File: src/rtl/eip_redirect_ctrl_if.sv
// Bundle of writeback/decode/interrupt inputs and EIP/flush outputs of the
// EIP redirect controller. The controller uses the slave modport; the
// environment (writeback, decode, fetch, interrupt source) uses master.
interface eip_redirect_ctrl_if;
  // writeback stage
  logic        r_V_wb;
  logic        r_wb_eip_change;
  logic        r_wb_cond_wr_CF;
  logic        r_wb_cond_wr_ZF;
  logic        r_wb_CF_expected;
  logic        r_wb_ZF_expected;
  logic        w_wb_flag_CF;
  logic        w_wb_flag_ZF;
  logic [31:0] r_wb_alu_res1;
  logic [31:0] r_wb_alu_res3;
  logic        r_wb_wr_eip_alu_res_sel;
  logic        r_wb_pr_size_over;
  // decode / fetch
  logic        r_V_de;
  logic        w_not_stall_fe;
  logic [31:0] w_de_EIP_next;
  // interrupt
  logic        i_int_req;
  logic        o_int_ack;
  // controller outputs
  logic [31:0] r_EIP;
  logic        o_flush_fe;
  logic        o_flush_de;
  logic        o_redirect;
  logic [1:0]  o_state;

  modport master (
    output r_V_wb, r_wb_eip_change, r_wb_cond_wr_CF, r_wb_cond_wr_ZF,
           r_wb_CF_expected, r_wb_ZF_expected, w_wb_flag_CF, w_wb_flag_ZF,
           r_wb_alu_res1, r_wb_alu_res3, r_wb_wr_eip_alu_res_sel,
           r_wb_pr_size_over, r_V_de, w_not_stall_fe, w_de_EIP_next,
           i_int_req,
    input  o_int_ack, r_EIP, o_flush_fe, o_flush_de, o_redirect, o_state
  );

  modport slave (
    input  r_V_wb, r_wb_eip_change, r_wb_cond_wr_CF, r_wb_cond_wr_ZF,
           r_wb_CF_expected, r_wb_ZF_expected, w_wb_flag_CF, w_wb_flag_ZF,
           r_wb_alu_res1, r_wb_alu_res3, r_wb_wr_eip_alu_res_sel,
           r_wb_pr_size_over, r_V_de, w_not_stall_fe, w_de_EIP_next,
           i_int_req,
    output o_int_ack, r_EIP, o_flush_fe, o_flush_de, o_redirect, o_state
  );
endinterface

File: src/rtl/eip_redirect_ctrl.sv
// Architectural EIP sequencer: arbitrates writeback redirects, interrupt
// entry and decode sequential advance, and runs a fixed-length fetch/decode
// flush window after every redirect.
// Optional macro EIP_REDIRECT_STATS_EN adds saturating redirect and
// flush-cycle counters as extra output ports.
module eip_redirect_ctrl #(
  parameter logic [31:0] RESET_VECTOR = 32'hFFFF_FFF0,
  parameter logic [31:0] INT_VECTOR   = 32'h0000_0100,
  parameter int unsigned FLUSH_CYCLES = 2
) (
  input  logic               clk,
  input  logic               rst_n,
  eip_redirect_ctrl_if.slave bus
`ifdef EIP_REDIRECT_STATS_EN
  ,
  output logic [15:0]        o_stat_redirects,
  output logic [15:0]        o_stat_flush_cycles
`endif
);

  typedef enum logic [1:0] {
    ST_RUN   = 2'd0,
    ST_FLUSH = 2'd1,
    ST_INT   = 2'd2
  } state_t;

  localparam logic [3:0] CNT_INIT = 4'(FLUSH_CYCLES - 1);

  state_t      state, state_nxt;
  logic [3:0]  cnt, cnt_nxt;
  logic [31:0] eip, eip_nxt;
  logic        redirect_q, redirect_nxt;
  logic        int_ack_q, int_ack_nxt;

  logic        cf_met, zf_met, take_br, take_int, seq_adv;
  logic [31:0] tgt_raw, tgt;
  logic        flush;

  // Redirect qualification, target selection and 16-bit truncation
  always_comb begin
    cf_met   = ~(bus.w_wb_flag_CF ^ bus.r_wb_CF_expected) | ~bus.r_wb_cond_wr_CF;
    zf_met   = ~(bus.w_wb_flag_ZF ^ bus.r_wb_ZF_expected) | ~bus.r_wb_cond_wr_ZF;
    take_br  = bus.r_V_wb & bus.r_wb_eip_change & cf_met & zf_met;
    take_int = bus.i_int_req & ~bus.r_V_wb;
    seq_adv  = bus.r_V_de & bus.w_not_stall_fe;
    tgt_raw  = bus.r_wb_wr_eip_alu_res_sel ? bus.r_wb_alu_res3 : bus.r_wb_alu_res1;
    tgt      = bus.r_wb_pr_size_over ? {16'h0000, tgt_raw[15:0]} : tgt_raw;
  end

  // Next-state, next-EIP and pulse decisions
  always_comb begin
    state_nxt    = state;
    cnt_nxt      = cnt;
    eip_nxt      = eip;
    redirect_nxt = 1'b0;
    int_ack_nxt  = 1'b0;
    unique case (state)
      ST_RUN: begin
        if (take_br) begin
          eip_nxt      = tgt;
          redirect_nxt = 1'b1;
          cnt_nxt      = CNT_INIT;
          state_nxt    = ST_FLUSH;
        end else if (take_int) begin
          eip_nxt      = INT_VECTOR;
          redirect_nxt = 1'b1;
          int_ack_nxt  = 1'b1;
          state_nxt    = ST_INT;
        end else if (seq_adv) begin
          eip_nxt = bus.w_de_EIP_next;
        end
      end
      ST_FLUSH: begin
        // a new redirect restarts the full window; interrupts wait for RUN
        if (take_br) begin
          eip_nxt      = tgt;
          redirect_nxt = 1'b1;
          cnt_nxt      = CNT_INIT;
        end else if (cnt == '0) begin
          state_nxt = ST_RUN;
        end else begin
          cnt_nxt = cnt - 4'd1;
        end
      end
      ST_INT: begin
        // the INT cycle is itself a flush cycle, so interrupt entry flushes
        // one cycle longer than a plain redirect
        if (take_br) begin
          eip_nxt      = tgt;
          redirect_nxt = 1'b1;
        end
        cnt_nxt   = CNT_INIT;
        state_nxt = ST_FLUSH;
      end
      default: begin
        cnt_nxt   = '0;
        state_nxt = ST_RUN;
      end
    endcase
  end

  // State, EIP and registered pulse outputs
  always_ff @(posedge clk) begin
    if (!rst_n) begin
      state      <= ST_RUN;
      cnt        <= '0;
      eip        <= RESET_VECTOR;
      redirect_q <= 1'b0;
      int_ack_q  <= 1'b0;
    end else begin
      state      <= state_nxt;
      cnt        <= cnt_nxt;
      eip        <= eip_nxt;
      redirect_q <= redirect_nxt;
      int_ack_q  <= int_ack_nxt;
    end
  end

  assign flush          = (state != ST_RUN);
  assign bus.r_EIP      = eip;
  assign bus.o_flush_fe = flush;
  assign bus.o_flush_de = flush;
  assign bus.o_redirect = redirect_q;
  assign bus.o_int_ack  = int_ack_q;
  assign bus.o_state    = state;

`ifdef EIP_REDIRECT_STATS_EN
  // Saturating event counters for redirects and flush cycles
  always_ff @(posedge clk) begin
    if (!rst_n) begin
      o_stat_redirects    <= '0;
      o_stat_flush_cycles <= '0;
    end else begin
      if (redirect_q && (o_stat_redirects != '1))
        o_stat_redirects <= o_stat_redirects + 16'd1;
      if (flush && (o_stat_flush_cycles != '1))
        o_stat_flush_cycles <= o_stat_flush_cycles + 16'd1;
    end
  end
`endif

endmodule

File: src/flat_wrapper.sv
// flat-port wrapper written by rule: the top's interface ports become plain ports
module eip_redirect_ctrl_flat 
#(
  parameter logic [31:0] RESET_VECTOR = 32'hFFFF_FFF0,
  parameter logic [31:0] INT_VECTOR   = 32'h0000_0100,
  parameter int unsigned FLUSH_CYCLES = 2
)
  (clk, rst_n, bus_r_V_wb, bus_r_wb_eip_change, bus_r_wb_cond_wr_CF, bus_r_wb_cond_wr_ZF, bus_r_wb_CF_expected, bus_r_wb_ZF_expected, bus_w_wb_flag_CF, bus_w_wb_flag_ZF, bus_r_wb_alu_res1, bus_r_wb_alu_res3, bus_r_wb_wr_eip_alu_res_sel, bus_r_wb_pr_size_over, bus_r_V_de, bus_w_not_stall_fe, bus_w_de_EIP_next, bus_i_int_req, bus_o_int_ack, bus_r_EIP, bus_o_flush_fe, bus_o_flush_de, bus_o_redirect, bus_o_state);
  eip_redirect_ctrl_if bus_i ();
  input  logic clk;
  input  logic rst_n;
  input wire logic [$bits(bus_i.r_V_wb)-1:0] bus_r_V_wb;
  input wire logic [$bits(bus_i.r_wb_eip_change)-1:0] bus_r_wb_eip_change;
  input wire logic [$bits(bus_i.r_wb_cond_wr_CF)-1:0] bus_r_wb_cond_wr_CF;
  input wire logic [$bits(bus_i.r_wb_cond_wr_ZF)-1:0] bus_r_wb_cond_wr_ZF;
  input wire logic [$bits(bus_i.r_wb_CF_expected)-1:0] bus_r_wb_CF_expected;
  input wire logic [$bits(bus_i.r_wb_ZF_expected)-1:0] bus_r_wb_ZF_expected;
  input wire logic [$bits(bus_i.w_wb_flag_CF)-1:0] bus_w_wb_flag_CF;
  input wire logic [$bits(bus_i.w_wb_flag_ZF)-1:0] bus_w_wb_flag_ZF;
  input wire logic [$bits(bus_i.r_wb_alu_res1)-1:0] bus_r_wb_alu_res1;
  input wire logic [$bits(bus_i.r_wb_alu_res3)-1:0] bus_r_wb_alu_res3;
  input wire logic [$bits(bus_i.r_wb_wr_eip_alu_res_sel)-1:0] bus_r_wb_wr_eip_alu_res_sel;
  input wire logic [$bits(bus_i.r_wb_pr_size_over)-1:0] bus_r_wb_pr_size_over;
  input wire logic [$bits(bus_i.r_V_de)-1:0] bus_r_V_de;
  input wire logic [$bits(bus_i.w_not_stall_fe)-1:0] bus_w_not_stall_fe;
  input wire logic [$bits(bus_i.w_de_EIP_next)-1:0] bus_w_de_EIP_next;
  input wire logic [$bits(bus_i.i_int_req)-1:0] bus_i_int_req;
  output wire logic [$bits(bus_i.o_int_ack)-1:0] bus_o_int_ack;
  output wire logic [$bits(bus_i.r_EIP)-1:0] bus_r_EIP;
  output wire logic [$bits(bus_i.o_flush_fe)-1:0] bus_o_flush_fe;
  output wire logic [$bits(bus_i.o_flush_de)-1:0] bus_o_flush_de;
  output wire logic [$bits(bus_i.o_redirect)-1:0] bus_o_redirect;
  output wire logic [$bits(bus_i.o_state)-1:0] bus_o_state;
  assign bus_i.r_V_wb = bus_r_V_wb;
  assign bus_i.r_wb_eip_change = bus_r_wb_eip_change;
  assign bus_i.r_wb_cond_wr_CF = bus_r_wb_cond_wr_CF;
  assign bus_i.r_wb_cond_wr_ZF = bus_r_wb_cond_wr_ZF;
  assign bus_i.r_wb_CF_expected = bus_r_wb_CF_expected;
  assign bus_i.r_wb_ZF_expected = bus_r_wb_ZF_expected;
  assign bus_i.w_wb_flag_CF = bus_w_wb_flag_CF;
  assign bus_i.w_wb_flag_ZF = bus_w_wb_flag_ZF;
  assign bus_i.r_wb_alu_res1 = bus_r_wb_alu_res1;
  assign bus_i.r_wb_alu_res3 = bus_r_wb_alu_res3;
  assign bus_i.r_wb_wr_eip_alu_res_sel = bus_r_wb_wr_eip_alu_res_sel;
  assign bus_i.r_wb_pr_size_over = bus_r_wb_pr_size_over;
  assign bus_i.r_V_de = bus_r_V_de;
  assign bus_i.w_not_stall_fe = bus_w_not_stall_fe;
  assign bus_i.w_de_EIP_next = bus_w_de_EIP_next;
  assign bus_i.i_int_req = bus_i_int_req;
  assign bus_o_int_ack = bus_i.o_int_ack;
  assign bus_r_EIP = bus_i.r_EIP;
  assign bus_o_flush_fe = bus_i.o_flush_fe;
  assign bus_o_flush_de = bus_i.o_flush_de;
  assign bus_o_redirect = bus_i.o_redirect;
  assign bus_o_state = bus_i.o_state;
  eip_redirect_ctrl #(.RESET_VECTOR(RESET_VECTOR), .INT_VECTOR(INT_VECTOR), .FLUSH_CYCLES(FLUSH_CYCLES)) u_core (.clk(clk), .rst_n(rst_n), .bus(bus_i));
endmodule
File: config.mk
export PLATFORM = sky130hd
export DESIGN_NAME = eip_redirect_ctrl_flat
export DESIGN_NICKNAME = d
export VERILOG_FILES = /design/src/rtl/eip_redirect_ctrl_if.sv /design/src/rtl/eip_redirect_ctrl.sv /design/src/flat_wrapper.sv
export SDC_FILE = /design/constraint.sdc
export NUM_CORES = 1
export LEC_CHECK = 0
export CAP_MARGIN = 20
export CORE_MARGIN = 2
export CORE_UTILIZATION = 44
export DETAILED_ROUTE_END_ITERATION = 6
export PLACE_DENSITY = 0.86
export SLEW_MARGIN = 20
export SYNTH_ARGS = -nofsm -noshare
export SYNTH_HDL_FRONTEND = slang
export SYNTH_SLANG_ARGS = --single-unit
export TNS_END_PERCENT = 20
File: constraint.sdc
create_clock -name clk -period 5 [get_ports clk]
set_input_delay 1 -clock clk [delete_from_list [all_inputs] [get_ports clk]]
set_output_delay 1 -clock clk [all_outputs]
set_load 0.1 [all_outputs]
Word level (Yosys, flattened, before mapping)
Cells that the tools add are included.

$add $sub $neg: 1. Eq/ne operators: 9. Reduce and logical (&&, ||, !) cells: 9. Mux-type cells: 20. Bitwise gates (word level): 16.

Operator list (count): $mux 32 (6); $pmux 32 s2 (1); $mux 4 (3); $pmux 4 s3 (1); $mux 2 (4); $not 1->1 (7); $ne 2x1->1 const B (3); $pmux 2 s3 (1); $reduce_and 3->1 (2); $and 1x1->1 (5); $logic_not 4->1 (1); $ne 4x1->1 const B (1); $reduce_bool 2->1 (2); $sub 4x1->4 const B (1); $mux 1 (3); $ne 3x1->1 const B (1); $ne 3x2->1 const B (1); $reduce_or 3->1 (1); $eq 2x1->1 const B (1); $eq 2x2->1 const B (1); $logic_not 2->1 (1); $ne 2x2->1 const B (1); $or 1x1->1 (2); $pmux 1 s2 (1); other kinds (3) (4).

Word-level logic and storage cells: 60. Input bits: 111. Register bits after elaboration: 40.

Logic depth before layout (Yosys ltp)
Depth after elaboration: 7. Gate-level depth with buffers: 9. Depth with buffers taken out: 7.

Worst setup path before layout
OpenSTA, ideal clock, no wires.

Kind: reg-to-output. Start: register u_core.state[1], in the netlist u_core.bus.o_state[1]. End: output bus_o_flush_fe. Stages on the path, launching flop included: 6. Setup slack: 1.258 ns. Arrival time: 2.742 ns. Data required time: 4.000 ns. Path buffers: 2. Cells stage by stage: dfxtp_1 -> inv_1 -> ha_1 -> buf_2 -> inv_1 -> buf_4.

Longest elaborated chain between the ends: 1.

RTL lines: start: declaration (RTL line eip_redirect_ctrl.sv:29) `state_t state, state_nxt;`; start signal: assignment (RTL line eip_redirect_ctrl.sv:111) `state <= state_nxt;`; $reduce_bool 2->1 (RTL line eip_redirect_ctrl.sv:119) `assign flush = (state != ST_RUN);`; end: declaration (RTL line flat_wrapper.sv:30) `output wire logic [$bits(bus_i.o_flush_fe)-1:0] bus_o_flush_fe;`.

Every way passes these cells.

Final worst setup path
Start: register u_core.state[0], in the netlist u_core.bus.o_state[0]. End: output bus_o_flush_fe.

Same word-level chain as after synthesis.

==> impl_metrics.env <==
export IMPL_fin_ws_ps=1400
export IMPL_clockRootBuffer="clkbuf_8"
export IMPL_die_x_microns=85.2
export IMPL_synth_nets=431
export IMPL_tightest_slew_ps=1040
export IMPL_rsz0062_at_grt="false"
export IMPL_grt_max_degree=48
export IMPL_grtUsageMet3=0.0661
export IMPL_crit_start="u_core.bus.o_state[0]"
export IMPL_place_ws_ps=1470
export IMPL_yosys_warnings=0
export IMPL_synth_most_common_cell="nor2_1"
export IMPL_ys_types=43
export IMPL_fp_dieArea_sq_um=7260
export IMPL_antenna_found_initial=0
export IMPL_worstSetupEndpoint="bus_o_flush_fe"
export IMPL_final_cell_area_sq_um=4420
export IMPL_syn_avg_cell_area_sq_um=9.27
export IMPL_crit_type="reg2out"
export IMPL_drtPass1Iterations=4
export IMPL_fin_crit_sh=0.721
export IMPL_syn_inst=313
export IMPL_rrSetupSlack_ps=2380
export IMPL_syn_to_final_growth_pct=52.1
export IMPL_n_antenna_cell=0
export IMPL_yosys_area_top_type="dfxtp_1"
export IMPL_slowest_delay_ps=1180
export IMPL_worstPathMaxFanout=8
export IMPL_layout_nets=559
export IMPL_slew_headroom=0.307
export IMPL_placed_cell_area_sq_um=4320
export IMPL_cts_hold_buf=0
export IMPL_track_usage=0.228
export IMPL_design_core_area_sq_um=6350
export IMPL_worstReg2RegStart="u_core.bus.o_state[0]"
export IMPL_r2r_end="u_core.bus.r_EIP[14]"
export IMPL_peakVddDrop_uv=297
export IMPL_ys_ff_latch=40
export IMPL_clkLatencyLatePin_ps=290
export IMPL_min_path_type="reg2reg"
export IMPL_synth_flop_cell="dfxtp_1"
export IMPL_cts_sinks=40
export IMPL_cts_max_path_buffers=2
export IMPL_setup_viol=0
export IMPL_post_cts_resized=0
export IMPL_critical_path_arrival_ps=2600
export IMPL_synth_seq_area_share=0.276
export IMPL_drtAntennaViolNets=0
export IMPL_worst_path_stages=4
export IMPL_clk_pin_slew_ps=70
export IMPL_fin_crit_ps=3600
export IMPL_grt_ovfl_total=0
export IMPL_synthTopCellsByCount="52 x nor2_1, 40 x dfxtp_1, 32 x a211oi_1"
export IMPL_worst_path_buf_inv=3
export IMPL_synthArstFlopShare=0
export IMPL_grt_pass1_vias=2951
export IMPL_start_util=0.457
export IMPL_hold_ws_ps=508
export IMPL_rows=29
export IMPL_fmax_mhz=277
export IMPL_finalMaxSlewViolations=0
export IMPL_path_common_cell="inv_1"
export IMPL_netlist_area_sq_um=2900
export IMPL_crit_slowest_cell="clkdlybuf4s50_1"
export IMPL_h_tree_depth=2
export IMPL_die_y_microns=85.2
export IMPL_portBuffers=148
export IMPL_rr_worst_depth=6
export IMPL_dp_hpwl_microns=5980
export IMPL_grt_use_met1=0.268
export IMPL_critical_path_top_delay_family="buffers and inverters"
export IMPL_outcome="finished, final reports clean"
export IMPL_grt_most_used_layer="met2"
export IMPL_p_leak_nw=1.60
export IMPL_wl_per_cell_microns=15.7
export IMPL_crit_path_start_kind="register"
export IMPL_grt_pass1_wl_microns=13600
export IMPL_skew_ps=6.84
export IMPL_drv_cap=0
export IMPL_hold_violations=0
export IMPL_cts_setup_buffers=0
export IMPL_finalSetupTns_ps=0
export IMPL_io_pins=149
export IMPL_synth_edf_count=0
export IMPL_end_kind="output port"
export IMPL_crit_chain="inv_1 > ha_1 > inv_1 > clkdlybuf4s50_1"
export IMPL_place_congestion=0.780
export IMPL_cts_made_buffers=5
export IMPL_via_count=2889
export IMPL_grtUsageMet2=0.394
export IMPL_drc=0
export IMPL_drtIter0Drc=102
export IMPL_synthTopCellsByArea="dfxtp_1 28%, a2111oi_4 10%, a211oi_1 8.3%"
export IMPL_finalPower_mw=1.64
export IMPL_drive_gt1_frac=0.118
export IMPL_power_density_nw_per_um2=371
export IMPL_cp_data_required_time_ps=4000
export IMPL_cts_tree="yes"
export IMPL_avgViaCountPerCell=5.58
export IMPL_yosys_area_top_type_share=0.276
export IMPL_drt_wl_total_microns=8140
area by class of cell:
| type | count | area (sq um) |
|---|---|---|
| fillers | 519 | 1930 |
| multi-input cells | 232 | 1880 |
| repair buffers | 155 | 1540 |
| flip-flops and latches | 40 | 801 |
| well taps | 77 | 96.3 |
| clock buffers | 6 | 72.6 |
| inverters | 7 | 26.3 |
| clock inverters | 1 | 5.00 |
how the worst min path moves through the flow:
| stage | slack [ps] | to | depth (start not counted) | from |
|---|---|---|---|---|
| after floorplan | 450 | u_core.cnt[2] | 2 | u_core.cnt[2] |
| after CTS | 510 | u_core.cnt[2] | 2 | u_core.cnt[2] |
| after detailed placement | 500 | u_core.cnt[2] | 2 | u_core.cnt[2] |
| final | 510 | u_core.cnt[2] | 2 | u_core.cnt[2] |
| after global routing | 540 | u_core.bus.r_EIP[13] | 2 | u_core.bus.r_EIP[13] |
| after global placement | 470 | u_core.cnt[2] | 2 | u_core.cnt[2] |
power breakdown:
part	total [mW]	internal (mW)	leakage (nW)	switching, mW
Combinational	1.02	0.311	1.23	0.707
Sequential	0.420	0.381	0.331	0.0391
Clock	0.202	0.0949	0.0410	0.107
layer usage:
metal  wire length (microns)  up-vias
li1                        -     1410
met1                    3240     1338
met2                    3980      128
met3                     770       13
met4                     149        0
met5                       0        -
kinds of logic (layout without fill, tap and decap cells):
group           after synthesis  after routing  share of synthesized area
xor+xnor                      2              2                    0.00604
flops                        40             40                      0.276
compound gates               98             98                      0.347
fa+ha+maj                     7              7                     0.0302
mux                          17             17                     0.0586
simple gates                108            108                      0.203
buf+inv                      41            169                     0.0789
cells in the final DEF, fill, tap and decap left out, drive strengths merged:
master / synthesis / layout
clkdlybuf4s50: 0 / 147
nor2: 52 / 52
dfxtp: 40 / 40
a211oi: 32 / 32
o31ai: 27 / 27
nor3: 18 / 18
mux2i: 17 / 17
nor2b: 16 / 16
a2111oi: 11 / 11
nand2: 10 / 10
buf: 18 / 8
inv: 7 / 7
a31oi: 7 / 7
ha: 7 / 7
a21oi: 7 / 7
clkbuf: 16 / 6
o221a: 5 / 5
nand2b: 5 / 5
xor2: 2 / 2
a221oi: 2 / 2
nand3: 2 / 2
o21ai: 2 / 2
a221o: 1 / 1
nor3b: 1 / 1
o22a: 1 / 1
o21ba: 1 / 1
a21boi: 1 / 1
o221ai: 1 / 1
or2: 1 / 1
or3: 1 / 1
nor4: 1 / 1
nand4b: 1 / 1
clkinv: 0 / 1
per-stage QoR:
stage	std cells	utilization
2_1_floorplan	313	-
3_3_place_gp	510	0.681
3_5_place_dp	510	0.681
4_1_cts	517	0.693
5_1_grt	518	0.695
6_report	518	0.695
sequential cells by signal, summed over array words and instances, names as in the netlist:
signal / count
u_core.bus.o_int_ack: 1
u_core.bus.o_redirect: 1
u_core.bus.o_state: 2
u_core.bus.r_EIP: 32
u_core.cnt: 4
worst min-delay path, cell delays in order, from the launching register on:
cell and delay [ps]:
dfxtp_1 340, nand2_1 60, a21oi_1 60
(Power assumes the default switching activity.)
